## src/rtl/load_unit_pkg.sv

```systemverilog
// Load funct3 encodings and the decode helpers shared by load_unit and load_align.
package load_unit_pkg;

  localparam logic [2:0] LOAD_B  = 3'b000;
  localparam logic [2:0] LOAD_H  = 3'b001;
  localparam logic [2:0] LOAD_W  = 3'b010;
  localparam logic [2:0] LOAD_BU = 3'b100;
  localparam logic [2:0] LOAD_HU = 3'b101;

  function automatic logic is_legal(input logic [2:0] f3);
    return (f3 == LOAD_B) || (f3 == LOAD_H) || (f3 == LOAD_W) ||
           (f3 == LOAD_BU) || (f3 == LOAD_HU);
  endfunction

  // True when the access spills past the first word and needs a second read.
  function automatic logic is_misaligned(input logic [2:0] f3, input logic [1:0] off);
    return (((f3 == LOAD_H) || (f3 == LOAD_HU)) && (off == 2'd3)) ||
           ((f3 == LOAD_W) && (off != 2'd0));
  endfunction

endpackage

```

## src/rtl/load_align.sv

```systemverilog
// Combinational lane select plus sign/zero extension for loads; zero latency, no handshake.
// W1 only contributes for accesses that spill past W0.
module load_align
  import load_unit_pkg::*;
(
  input  logic [31:0] w0,
  input  logic [31:0] w1,
  input  logic [1:0]  off,
  input  logic [2:0]  funct3,
  output logic [31:0] data
);

  logic [31:0] sh;

  always_comb begin
    // Little-endian: shifting the {W1,W0} pair right by the byte offset puts the addressed lane at bit 0.
    sh   = 32'({w1, w0} >> {off, 3'b000});
    data = '0;
    case (funct3)
      LOAD_B:  data = {{24{sh[7]}}, sh[7:0]};
      LOAD_H:  data = {{16{sh[15]}}, sh[15:0]};
      LOAD_W:  data = sh;
      LOAD_BU: data = {24'd0, sh[7:0]};
      LOAD_HU: data = {16'd0, sh[15:0]};
      default: data = '0;
    endcase
  end

endmodule

```

## src/rtl/load_unit.sv

```systemverilog
// Multi-cycle load FSM in front of a sync-read word RAM; 3 cycles accept-to-rsp_valid (5 split), result held until rsp_ready.
// LOAD_SPLIT_EN enables two-read misaligned loads; otherwise misaligned loads return rsp_err.
module load_unit
  import load_unit_pkg::*;
#(
  parameter int ADDR_W  = 32,
  parameter int WORD_AW = 30
) (
  input  logic               clk,
  input  logic               rst_n,
  input  logic               req_valid,
  output logic               req_ready,
  input  logic [2:0]         req_funct3,
  input  logic [ADDR_W-1:0]  req_addr,
  output logic               rsp_valid,
  input  logic               rsp_ready,
  output logic [31:0]        rsp_data,
  output logic               rsp_err,
  output logic               mem_re,
  output logic [WORD_AW-1:0] mem_addr,
  input  logic [31:0]        mem_rdata
);

  typedef enum logic [2:0] {
    IDLE = 3'd0,
    RD0  = 3'd1,
    CAP0 = 3'd2,
    RD1  = 3'd3,
    CAP1 = 3'd4,
    RESP = 3'd5
  } state_e;

  state_e             state_q, state_d;
  logic               req_ready_q, req_ready_d;
  logic               rsp_valid_q, rsp_valid_d;
  logic [31:0]        rsp_data_q, rsp_data_d;
  logic               rsp_err_q, rsp_err_d;
  logic               mem_re_q, mem_re_d;
  logic [WORD_AW-1:0] mem_addr_q, mem_addr_d;
  logic [2:0]         f3_q, f3_d;
  logic [1:0]         off_q, off_d;
  logic               reject;
  logic [31:0]        align_w0;
  logic [31:0]        align_data;

`ifdef LOAD_SPLIT_EN
  logic [31:0] w0_q, w0_d;
  assign align_w0 = (state_q == CAP1) ? w0_q : mem_rdata;
  assign reject   = !is_legal(req_funct3);
`else
  assign align_w0 = mem_rdata;
  assign reject   = !is_legal(req_funct3) || is_misaligned(req_funct3, req_addr[1:0]);
`endif

  load_align u_align (
    .w0     (align_w0),
    .w1     (mem_rdata),
    .off    (off_q),
    .funct3 (f3_q),
    .data   (align_data)
  );

  always_comb begin
    state_d     = state_q;
    req_ready_d = req_ready_q;
    rsp_valid_d = rsp_valid_q;
    rsp_data_d  = rsp_data_q;
    rsp_err_d   = rsp_err_q;
    mem_re_d    = 1'b0;
    mem_addr_d  = mem_addr_q;
    f3_d        = f3_q;
    off_d       = off_q;
`ifdef LOAD_SPLIT_EN
    w0_d        = w0_q;
`endif
    case (state_q)
      IDLE: begin
        if (req_valid) begin
          f3_d        = req_funct3;
          off_d       = req_addr[1:0];
          req_ready_d = 1'b0;
          if (reject) begin
            state_d     = RESP;
            rsp_valid_d = 1'b1;
            rsp_err_d   = 1'b1;
            rsp_data_d  = '0;
          end else begin
            state_d    = RD0;
            mem_re_d   = 1'b1;
            mem_addr_d = req_addr[ADDR_W-1:2];
          end
        end
      end
      RD0: state_d = CAP0;
      CAP0: begin
`ifdef LOAD_SPLIT_EN
        if (is_misaligned(f3_q, off_q)) begin
          state_d    = RD1;
          w0_d       = mem_rdata;
          mem_re_d   = 1'b1;
          mem_addr_d = mem_addr_q + 1'b1;
        end else
`endif
        begin
          state_d     = RESP;
          rsp_valid_d = 1'b1;
          rsp_err_d   = 1'b0;
          rsp_data_d  = align_data;
        end
      end
`ifdef LOAD_SPLIT_EN
      RD1: state_d = CAP1;
      CAP1: begin
        state_d     = RESP;
        rsp_valid_d = 1'b1;
        rsp_err_d   = 1'b0;
        rsp_data_d  = align_data;
      end
`endif
      RESP: begin
        if (rsp_ready) begin
          state_d     = IDLE;
          rsp_valid_d = 1'b0;
          req_ready_d = 1'b1;
        end
      end
      default: begin
        state_d     = IDLE;
        rsp_valid_d = 1'b0;
        req_ready_d = 1'b1;
      end
    endcase
  end

  always_ff @(posedge clk or negedge rst_n) begin
    if (!rst_n) begin
      state_q     <= IDLE;
      req_ready_q <= 1'b1;
      rsp_valid_q <= 1'b0;
      rsp_data_q  <= '0;
      rsp_err_q   <= 1'b0;
      mem_re_q    <= 1'b0;
      mem_addr_q  <= '0;
      f3_q        <= '0;
      off_q       <= '0;
`ifdef LOAD_SPLIT_EN
      w0_q        <= '0;
`endif
    end else begin
      state_q     <= state_d;
      req_ready_q <= req_ready_d;
      rsp_valid_q <= rsp_valid_d;
      rsp_data_q  <= rsp_data_d;
      rsp_err_q   <= rsp_err_d;
      mem_re_q    <= mem_re_d;
      mem_addr_q  <= mem_addr_d;
      f3_q        <= f3_d;
      off_q       <= off_d;
`ifdef LOAD_SPLIT_EN
      w0_q        <= w0_d;
`endif
    end
  end

  assign req_ready = req_ready_q;
  assign rsp_valid = rsp_valid_q;
  assign rsp_data  = rsp_data_q;
  assign rsp_err   = rsp_err_q;
  assign mem_re    = mem_re_q;
  assign mem_addr  = mem_addr_q;

endmodule
```

## config.mk

```make
export PLATFORM = sky130hd
export DESIGN_NAME = load_unit
export DESIGN_NICKNAME = d
export VERILOG_FILES = /design/src/rtl/load_unit_pkg.sv /design/src/rtl/load_align.sv /design/src/rtl/load_unit.sv
export SDC_FILE = /design/constraint.sdc
export NUM_CORES = 1
export LEC_CHECK = 0
export ABC_CLOCK_PERIOD_IN_PS = 1650
export BUFFER_PORTS_ARGS = -buffer_cell sky130_fd_sc_hd__buf_2
export CORE_ASPECT_RATIO = 0.7
export CORE_MARGIN = 2
export CORE_UTILIZATION = 30
export CTS_CLUSTER_DIAMETER = 60
export DETAILED_ROUTE_END_ITERATION = 12
export GPL_TIMING_DRIVEN = 0
export PLACE_DENSITY = 0.66
export SLEW_MARGIN = 15
export SYNTH_ARGS = -nofsm -noshare
export SYNTH_HDL_FRONTEND = slang
export SYNTH_HIERARCHICAL = 1
export SYNTH_SLANG_ARGS = --single-unit
```

## constraint.sdc

```tcl
create_clock -name clk -period 1.65 [get_ports clk]
set_clock_uncertainty 0.1 [all_clocks]
set_input_delay 0.165 -clock clk [delete_from_list [all_inputs] [get_ports clk]]
set_output_delay 0.165 -clock clk [all_outputs]
set_load 0.05 [all_outputs]
```

==> results.txt <==
- Excluding fillers, the count of instances in the completed layout stands at 690.
* Diodes inserted: 0
* Per-instance average area after synthesis: 13.9 sq um
* Sequential Power Share: 22.8%
- Most common library cells after synthesis: dfrtp_1 (73), a22o_1 (33), mux2_4 (30), mux4_2 (28), nand2_1 (19)
- The total count of max-transition violations in the final report is 0.
* Max frequency: 527 MHz
- The total overflow left after global routing is 0.
- Of the available clock period, the critical path in the final layout requires 115%.
* Data required time at the worst endpoint: 1770 ps
- Worst voltage drop across the vdd grid: 0.704 mV
- Post-synth ARST share: 100%
- DIE WIDTH: 144 um
- After routing the design area is 0.00606 sq mm.
- Number of register bits inferred by synthesis: 74
- In the routed design, unresolved DRC markers number 0.
- Dividing total power by cell area gives a power density of 2400 mW/mm^2.
* Crit path kind: reg2reg
* Count of distinct cell types in the synthesized netlist: 36
- Initial DRC count: 208
* Height of the die: 102 um
- Vias in the first global route: 3,444
- Internal power: 7650 uW
- Critical path peak fanout: 8
- Data arrival time of the critical path: 2020 ps
- Net count of the finished layout: 572
- Vias per std cell: 4.95
- Switching share of power: 47.4%
- In this run the tightest slew margin relative to its limit is 68.3%.
* Bufs on Longest Clock Path: 2
- Number of nets in the synthesized netlist: 367
- Counting the buffers created by CTS gives 9.
- Yosys mapped a number of flops with a built-in enable equal to 0.
* RSZ-0062 raised after global routing: yes
* Classification of the worst-slack hold path: in2reg
* Drt pass-1 iters: 4
* Instance area at placement: 0.00508 sq mm
* Library cell with the highest instance count after synthesis: dfrtp_1
- Detail Route Antenna Nets: 0
- Fraction of final layout cells sized beyond drive strength 1: 55.8%
* Final setup violation count: 32
- Routed len/inst: 17.8 um
* Number of cells on the worst reg-to-reg path: 6
* Least-Margin Pin Slew: 472 ps
- Combinational Power Share: 62.7%
- After detailed routing, the total wire length is 12.3 mm.
* Pre-CTS WS: -357 ps
- Across every metal layer, demand over resource in global routing totals 16.9%.
- In this run, the clock network consumes 14.5% of the power.
* Number of antenna violations at the first check in global routing: 0
* CTS sink cnt: 74
* # port buffers: 136
- Failing checks: setup timing
- STA classifies the critical path startpoint as a register.
- Clock Pin Slew Worst Setup and Hold Paths: 60 ps
* Leakage power: 0.00298 uW
* Commonest register cell after synthesis: dfrtp_1
- Placeable Area: 0.0133 sq mm
- Of the post-synthesis cell area, the dominant cell type holds 44.4%.
* Power spent charging and discharging nets: 6900 uW
* Largest area contributor in the synthesized netlist: dfrtp_1
- Setup slack on the critical path of the routed design comes to -248 ps.
- For this run, the number of Yosys warnings is 6.
* Top cells by area, synth: dfrtp_1 (44%), mux4_2 (15%), mux2_4 (11%)
- Setup crit end kind: register
* Number of violations of the max-capacitance limit: 0
- CTS tree: yes
* Syn Inst Count: 296
- Hold Vio Cnt, Final: 0
- The floorplan step defined a die boundary enclosing 0.0147 sq mm.
* Final core occ: 45.7%
- Detail Placement HPWL: 8.87 mm
* Number of placed cells counting well taps: 618
- Floorplan row count: 35
- Shortest clock period the worst path allows after layout: 1900 ps
* Gp weighted congestion: 0.868
* Share of the yosys chip area belonging to registers: 45.1%
- At the later pin of the worst-skew pair, clock insertion delay measures 330 ps.
* Maximum number of pins on one net before global-route repair: 44
* Post-synthesis cell area: 0.00411 sq mm
* Number of ports placed on the die boundary: 137
- Initial core utilization: 31.0%
- From synthesis to final layout, the design area changed by 47.5%.
- The flow ran to the end, but the final reports show violations.
- The final route contains 3,417 vias.
- The first global-routing pass estimated 18.8 mm of wire.
- The worst hold path was traced through 2 stages.
- In this run the clock root is driven by a clkbuf_16.
- CTS H-Tree Depth: 3
[logic make-up (layout without fill, tap and decap cells)]
logic type             after synthesis  after routing  share of synthesized area [%]
multiplexers                        71             71                           30.9
AO/OA/AOI/OAI                       71             71                           13.2
AND/OR/NAND/NOR                     46             46                           5.78
buffers and inverters               34            243                           5.02
flip-flops                          74             74                           45.1
[critical path: stages, from the launching register on]
cell and delay [ps]:
dfrtp_1 370, buf_6 160, mux4_2 520, nand3b_1 200
buf_6 160, o21ai_1 70, a22o_1 220
[metrics by stage]
step | total power, uW | hold WS (ps) | setup TNS, ps
final | 14600 | 16.5 | -6630
after global placement | 11500 | 299 | -20250
after global routing | 15300 | 4.31 | -9640
after detailed placement | 11700 | 31.2 | -15830
after floorplan | 9730 | -231 | -1380
after CTS | 14400 | 1.44 | -6590
[power by group through the flow]
stage	logic (uW)	registers (uW)	clock network (uW)
2_1_floorplan	3780	5940	0
5_1_grt	9630	3440	2270
6_report	9120	3320	2110
4_1_cts	8910	3310	2190
3_5_place_dp	8400	3320	0
3_3_place_gp	8260	3280	0
[cell type report]
type | instances | area, sq um
fill | 1190 | 7210
multi-input combinational | 188 | 2120
sequential | 74 | 1860
timing repair buffer | 196 | 1280
tap | 185 | 231
clock buffer | 9 | 225
buffer | 22 | 219
clock inverter | 6 | 90.1
inverter | 10 | 37.5
[sequential cells by signal, indices dropped and copies added, names as in the netlist]
signal     cells
rsp_valid      1
off_q          2
rsp_data      32
mem_addr      30
mem_re         1
f3_q           3
rsp_err        1
req_ready      1
state_q        3
[timing repair]
item | CTS | global route
gates resized for setup | 25 | 14
buffers inserted | 14 | 9
hold buffers | 35 | 0
endpoints found under the hold margin | 65 | 0
cloned | 2 | 0
pin swaps | 5 | 8
endpoints found under the setup margin | 62 | 61
[layer usage]
layer | share of wire (%) | wire [um] | GRT usage, % | vias to the layer above
met3 | 7.7 | 947 | 5.20 | 9
li1 | - | - | - | 1559
met4 | 0.97 | 119 | 3.77 | 0
met5 | 0 | 0 | 0 | -
met2 | 45 | 5550 | 26.5 | 137
met1 | 46 | 5670 | 23.1 | 1712
[worst paths after layout]
path	startpoint	to	slack (ps)
worst max-delay path	off_q[0]	rsp_data[10]	-250
worst min-delay path	rsp_ready	req_ready	20
worst max register to register	off_q[0]	rsp_data[10]	-250
worst min register to register	rsp_data[10]	rsp_data[10]	400
max in group asynchronous	rst_n	req_ready	600
min in group asynchronous	rst_n	mem_addr[7]	210
[placed cells by master, fill, tap and decap left out, types with 2 or more instances in the layout]
cell type        n
nor2_1           7
clkbuf_16        9
mux4_2          28
a21o_1           2
o21ai_1          6
buf_12           6
nor3_4           2
a21oi_1          3
dfrtp_2          3
o21ai_2          3
buf_6           11
clkbuf_2         2
dlygate4sd3_1   35
bufinv_16        2
buf_2          142
inv_1            9
mux2_4          30
nor2b_1          9
mux4_1           3
buf_4           19
a22o_1          33
nand2_1         18
mux2_2           8
dfrtp_1         70
a31oi_1         16
No activity file was read; power rests on OpenSTA's default activity.
